### src/rtl/matrix_result_serializer.sv
// Captures one flattened 5x5 ALU result and streams it element by element over a valid/ready beat interface.
// Optional trailing status beat carrying the overflow flag: define RESULT_STATUS_BEAT_EN.
module matrix_result_serializer #(
    parameter int N_ELEM = 25,
    parameter int ELEM_W = 8,
    parameter int ADDR_W = 5
) (
    input  logic                     clk,
    input  logic                     rst_n,
    input  logic                     flush,
    input  logic                     in_valid,
    output logic                     in_ready,
    input  logic [N_ELEM*ELEM_W-1:0] C_flat,
    input  logic                     overflow_flag,
    output logic                     out_valid,
    input  logic                     out_ready,
    output logic [ELEM_W-1:0]        out_data,
    output logic [ADDR_W-1:0]        out_addr,
    output logic                     out_last,
    output logic                     done,
    output logic                     busy,
    output logic [7:0]               ovf_count
);

    // state     | meaning
    // IDLE      | waiting for a result, in_ready high
    // SEND      | streaming element idx from the shadow register
    // STATUS    | single trailing status beat (feature build only)
    // DONE      | one-cycle done pulse before returning to IDLE
    localparam logic [1:0] ST_IDLE   = 2'd0;
    localparam logic [1:0] ST_SEND   = 2'd1;
    localparam logic [1:0] ST_DONE   = 2'd3;
`ifdef RESULT_STATUS_BEAT_EN
    localparam logic [1:0] ST_STATUS = 2'd2;
    localparam logic       LAST_ON_ELEM = 1'b0;
`else
    localparam logic       LAST_ON_ELEM = 1'b1;
`endif

    localparam logic [ADDR_W-1:0] LAST_IDX = ADDR_W'(N_ELEM - 1);

    logic [1:0]               state;
    logic [N_ELEM*ELEM_W-1:0] shadow;
    logic [ADDR_W-1:0]        idx;
    logic [ADDR_W-1:0]        nxt_idx;
`ifdef RESULT_STATUS_BEAT_EN
    logic                     ovf_reg;
`endif

    assign nxt_idx = idx + 1'b1;

    always_ff @(posedge clk or negedge rst_n) begin
        if (!rst_n) begin
            state     <= ST_IDLE;
            shadow    <= '0;
            idx       <= '0;
            in_ready  <= 1'b1;
            out_valid <= 1'b0;
            out_data  <= '0;
            out_addr  <= '0;
            out_last  <= 1'b0;
            done      <= 1'b0;
            busy      <= 1'b0;
            ovf_count <= 8'd0;
`ifdef RESULT_STATUS_BEAT_EN
            ovf_reg   <= 1'b0;
`endif
        end else if (flush) begin
            // Abort without a done pulse; the overflow count survives.
            state     <= ST_IDLE;
            idx       <= '0;
            in_ready  <= 1'b1;
            out_valid <= 1'b0;
            out_last  <= 1'b0;
            done      <= 1'b0;
            busy      <= 1'b0;
        end else begin
            case (state)
                ST_IDLE: begin
                    done <= 1'b0;
                    if (in_valid) begin
                        shadow    <= C_flat;
                        idx       <= '0;
                        state     <= ST_SEND;
                        in_ready  <= 1'b0;
                        busy      <= 1'b1;
                        out_valid <= 1'b1;
                        out_data  <= C_flat[ELEM_W-1:0];
                        out_addr  <= '0;
                        out_last  <= LAST_ON_ELEM && (LAST_IDX == '0);
                        if (overflow_flag && ovf_count != 8'hFF)
                            ovf_count <= ovf_count + 8'd1;
`ifdef RESULT_STATUS_BEAT_EN
                        ovf_reg   <= overflow_flag;
`endif
                    end
                end
                ST_SEND: begin
                    if (out_ready) begin
                        if (idx != LAST_IDX) begin
                            idx      <= nxt_idx;
                            out_data <= shadow[nxt_idx*ELEM_W +: ELEM_W];
                            out_addr <= nxt_idx;
                            out_last <= LAST_ON_ELEM && (nxt_idx == LAST_IDX);
                        end else begin
`ifdef RESULT_STATUS_BEAT_EN
                            state    <= ST_STATUS;
                            out_data <= {{(ELEM_W-1){1'b0}}, ovf_reg};
                            out_addr <= ADDR_W'(N_ELEM);
                            out_last <= 1'b1;
`else
                            state     <= ST_DONE;
                            out_valid <= 1'b0;
                            out_last  <= 1'b0;
                            done      <= 1'b1;
`endif
                        end
                    end
                end
`ifdef RESULT_STATUS_BEAT_EN
                ST_STATUS: begin
                    if (out_ready) begin
                        state     <= ST_DONE;
                        out_valid <= 1'b0;
                        out_last  <= 1'b0;
                        done      <= 1'b1;
                    end
                end
`endif
                ST_DONE: begin
                    state    <= ST_IDLE;
                    done     <= 1'b0;
                    idx      <= '0;
                    in_ready <= 1'b1;
                    busy     <= 1'b0;
                end
                default: begin
                    state     <= ST_IDLE;
                    in_ready  <= 1'b1;
                    out_valid <= 1'b0;
                    out_last  <= 1'b0;
                    done      <= 1'b0;
                    busy      <= 1'b0;
                end
            endcase
        end
    end

endmodule

### config.mk
export PLATFORM = sky130hd
export DESIGN_NAME = matrix_result_serializer
export DESIGN_NICKNAME = d
export VERILOG_FILES = /design/src/rtl/matrix_result_serializer.sv
export SDC_FILE = /design/constraint.sdc
export NUM_CORES = 1
export LEC_CHECK = 0
export CORE_MARGIN = 8
export CORE_UTILIZATION = 25
export CTS_CLUSTER_DIAMETER = 150
export CTS_CLUSTER_SIZE = 30
export DETAILED_ROUTE_END_ITERATION = 10
export GPL_TIMING_DRIVEN = 0
export MAX_ROUTING_LAYER = met4
export PLACE_DENSITY = 0.51
export SLEW_MARGIN = 0
export SYNTH_ARGS = -nofsm -noshare
export SYNTH_HDL_FRONTEND = slang
export SYNTH_SLANG_ARGS = --single-unit
### constraint.sdc
create_clock -name clk -period 6.36 [get_ports clk]
set_clock_uncertainty 0.2 [all_clocks]
set_input_delay 0.954 -clock clk [delete_from_list [all_inputs] [get_ports clk]]
set_output_delay 0.954 -clock clk [all_outputs]
set_load 0.05 [all_outputs]
# [After elaboration in Yosys (flattened, before gate mapping)]
# Cells that the tools add are included.
[totals] register_bits=233 out_inout_bits=26 wordCells=75
[classes] addsub=2 n_eq_ne=14 n_shift=1 n_mux=33 bitwise=1 reduce_logical=13
[op_table] operator="$shiftx A200 B9 Y8" n=1
[op_table] operator="$mux W8" n=3
[op_table] operator="$mux W5" n=4
[op_table] operator="$pmux W8 S2" n=1
[op_table] operator="$pmux W5 S3" n=1
[op_table] operator="$mux W1" n=14
[op_table] operator="$ne A3 B3 Y1 const B" n=4
[op_table] operator="$reduce_and A4 Y1" n=3
[op_table] operator="$ne A2 B2 Y1 const B" n=5
[op_table] operator="$pmux W5 S2" n=1
[op_table] operator="$reduce_and A3 Y1" n=3
[op_table] operator="$add A8 B1 Y8 const B" n=1
[op_table] operator="$mux W2" n=4
[op_table] operator="$ne A8 B8 Y1 const B" n=1
[op_table] operator="$pmux W1 S3" n=2
[op_table] operator="$add A5 B1 Y5 const B" n=1
[op_table] operator="$eq A5 B5 Y1 const B" n=1
[op_table] operator="$ne A5 B5 Y1 const B" n=1
[op_table] operator="$reduce_and A5 Y1" n=1
[op_table] operator="$pmux W1 S2" n=2
[op_table] operator="$pmux W2 S2" n=1
[op_table] operator="$reduce_and A2 Y1" n=2
[op_table] operator="$reduce_bool A4 Y1" n=1
[op_table] operator="$eq A2 B1 Y1 const B" n=1
[op_table] operator="5 further kinds" n=5

# [Logic depth before layout (Yosys ltp)]
[depth] depth_word=6 ltp_mapped=13 mapped_depth_nobuf=7

# [Worst setup path after synthesis]
# Ideal clock, no wire load.
[synth_path] path_type="register to register" startpoint="register idx[0]" endpoint="register out_data[5]" setup_ns=0.124 arrival_ns=2.859 t_required_ns=6.036 slack_ns=3.177 stages_incl_launch_ff=13 period_less_slack_ns=3.183 cell_sequence="dfrtp_1 -> buf_6 -> buf_8 -> buf_6 -> buf_2 -> inv_1 -> ha_1 -> buf_4 -> clkbuf_1 -> mux4_4 -> mux2i_1 -> o2111ai_1 -> a211o_1"
[synth_between] elab_chain_len=5 elab_cells_between_ends=8
[synth_lines] element="start: declaration" line="44" source="logic [ADDR_W-1:0] idx;"
[synth_lines] element="start signal: assignment" line="101" source="idx <= nxt_idx;"
[synth_lines] element="$add A5 B1 Y5" line="50" source="assign nxt_idx = idx + 1'b1;"
[synth_lines] element="$shiftx A200 B9 Y8" line="102" source="out_data <= shadow[nxt_idx*ELEM_W +: ELEM_W];"
[synth_lines] element="$mux W8" line="100" source="if (idx != LAST_IDX) begin"
[synth_lines] element="$mux W8" line="99" source="if (out_ready) begin"
[synth_lines] element="$pmux W8 S2" line="78" source="case (state)"
[synth_lines] element="end signal: assignment" line="88" source="out_data <= C_flat[ELEM_W-1:0];"
[synth_lines] element="end signal: assignment" line="102"
[synth_lines] element="end: declaration" line="17" source="output logic [ELEM_W-1:0] out_data,"
# Parallel ways exist; a longest one is shown, timed or not. The select of a mux whose other input is x is not followed.
# A chain may end at the register's enable or synchronous reset.

# [Worst setup path in the final report]
[layout_path] startpoint="register idx[0]" endpoint="register out_data[1]"
# The elaborated chain is that of the path after synthesis.

==> results.md <==
- Outcome: finished, final reports clean
- Worst EP arrival: roughly 4.6 ns
- Routed via count: 8563
- HPWL Detailed: between 20000 and 30000 um
- Most common cell after layout, fill and taps aside: nand2_1
- Drt wl/cell: ~19 um
- Tightest Pin Transition: around 1.1 ns
- Root Driver: clkbuf_16
- Final GP Congestion: between 0.8 and 0.9
- Diodes inserted: 0
- Setup violators final: 0
- Startpoint Class: flip-flop
- Vias per Instance: around 4.4
- Final Hold Fails: 0
- Final ANT Viol Nets: 0
- Worst Path Max Fanout: 10
- Worst r2r src: idx[0]
- Latest clock arrival within the worst-skew pair: approximately 0.48 ns
- Sequential area share after synthesis: 0.5342
- Area Overhead vs Synth: 31.19%
- Die area: between 50000 and 60000 um2
- CTS tree: yes
- Mapped Cells: around 1100
- Post-layout util: 0.3325
- Die W: about 220 um
- Sink Count: approximately 230
- Final WL: 37090 um
- Final setup margin: ~2 ns
- Static Leakage: between 6 and 7 nW
- Final count of pins violating max slew: 0
- TritonCTS buffer count: 11
- Minimum hold slack: 0.1526 ns
- Reg2reg path depth: 12
- VDD IR max: about 0.13 mV
- Mapped Area: about 11000 um2
- RSZ-0062 raised after global routing: false
- First-pass GRT wire length: between 50000 and 60000 um
- Final instance area: approximately 14000 um2
- Number of global-route vias before repair: 9381
- Synth Warn #: 0
- PwrDens: 246.5 nW/um2
- I/O pin count: around 230
- Clock period minus worst slack: 4.373 ns
- CTS Hold Buffers Added: 0
- Syn avg cell area: 9.791 um2
- DRC errors left: 0
- Placed cells: slightly below 2000
- Fmax: between 0.2 and 0.25 GHz
- Fraction of layout cells with a size suffix above 1: 0.08529
- Layout Nets: between 1500 and 2000
- Global-route usage over all layers: 0.1496
- Worst slack at placement: about 1.9 ns
- Num rows: between 70 and 80
- Post-synth ARST share: 1.000
- Maxcap violations: 0
- Final cell count without fillers: about 1900
- Req. time, crit path: about 6.5 ns
- Clock slew at reported path FFs: 0.12 ns
- Tightest Hold Check Type: in -> async
- H-Tree Depth: 1
- Top_reg_cell synth: dfrtp_1
- Post-DP Area: ~14000 um2
- CTS resizes: 0
- Library cells used by synthesis: 61
- Core area: ~43000 um2
- Power Total: approximately 3.5 mW
- Post-synth EDFFs: 0
- #FFs+latches synth: about 230
- PortBufs: 230
- Class of the most critical setup path: reg -> reg
- Critical Path Sink Type: flip-flop
- Starting DRT DRC Count: between 500 and 600
- Postcts setup bufs: 0
- Largest net degree at the start of global routing: between 90 and 100
- Pre-antenna DRT Iters: 4
- CTS Buffer Depth: 3
- Final period util: 0.6876
- Post-synth net total: about 1300
- Max_slew headroom: 0.2890
- Most frequent cells in the layout: nand2_1 (617), dfrtp_1 (232), clkdlybuf4s50_1 (229)
- Die Span Y: around 220 um
- Initial antenna violation count: 0
- Crit path from: idx[0]
- Congestion Overflow GR: 0
- Total Neg Setup Slack: 0 ns
- Starting Density: 0.2534
-- worst max-delay path: stages (launching register included) --
cell	delay, ns
dfrtp_1	0.41
buf_6	0.22
buf_8	0.20
buf_6	0.22
buf_2	0.34
inv_1	0.18
ha_1	0.31
buf_4	0.16
clkbuf_1	0.70
mux4_2	0.46
mux2i_1	0.39
o2111ai_1	0.17
a211o_1	0.29
-- power by group --
part	leakage (nW)	internal (mW)	total [mW]	switching, mW
Combinational	3.64	0.397	0.846	0.449
Clock	0.154	0.359	0.835	0.476
Sequential	2.92	1.71	1.85	0.137
-- metal layers --
| layer | wire length [um] | GRT usage | part of all wire |
|---|---|---|---|
| met3 | 1369 | 0.01848 | 0.037 |
| met4 | 994 | 0.04220 | 0.027 |
| met1 | 16740 | 0.1918 | 0.45 |
| met2 | 17990 | 0.2473 | 0.48 |
| met5 | 0 | - | 0 |
-- layout make-up --
cell class	count	area, um2
Sequential cell	233	5832
Clock buffer	11	275.3
Inverter	12	45.04
Buffer	64	402.9
Tap cell	585	732.0
Clock inverter	2	35.03
Fill cell	4437	28760
Timing Repair Buffer	232	2362
Multi-Input combinational cell	806	4637
-- logic make-up after synthesis --
kind of cell	share of synthesized area
buf+inv	0.04103
xor+xnor	0.01100
simple gates	0.2410
compound gates	0.04046
flops	0.5342
mux	0.1277
fa+ha+maj	0.004585
-- Yosys cell counts, types with 4 or more instances --
cell | number | share of area
a211o_1 | 5 | 0.0040
a21boi_0 | 4 | 0.0028
a21oi_1 | 9 | 0.0041
buf_2 | 23 | 0.011
buf_6 | 8 | 0.0083
clkbuf_1 | 24 | 0.0083
clkbuf_8 | 4 | 0.0050
dfrtp_1 | 232 | 0.53
ha_1 | 4 | 0.0046
inv_1 | 12 | 0.0041
mux2_2 | 6 | 0.0062
mux2i_1 | 16 | 0.015
mux4_1 | 14 | 0.034
mux4_2 | 30 | 0.062
mux4_4 | 4 | 0.0092
nand2_1 | 617 | 0.21
nand3_1 | 5 | 0.0023
nand4_1 | 7 | 0.0040
nor2_1 | 10 | 0.0034
o2111ai_1 | 4 | 0.0032
o21ai_0 | 14 | 0.0064
o22a_1 | 4 | 0.0032
xnor2_1 | 7 | 0.0056
-- sequential cells by signal, summed over array words and instances (netlist names) --
register   count
out_valid      1
in_ready       1
ovf_count      8
out_last       1
out_addr       5
idx            5
done           1
busy           1
state          2
shadow       200
out_data       8
-- path summary, 6_finish.rpt --
path,endpoint,slack [ns]
max,out_data[1],1.99
min,shadow[179],0.15
max reg2reg,out_data[1],1.99
min reg2reg,shadow[52],0.28
max in group asynchronous,shadow[75],4.55
min in group clk,shadow[52],0.28
Power figures use the tool's default switching activity.
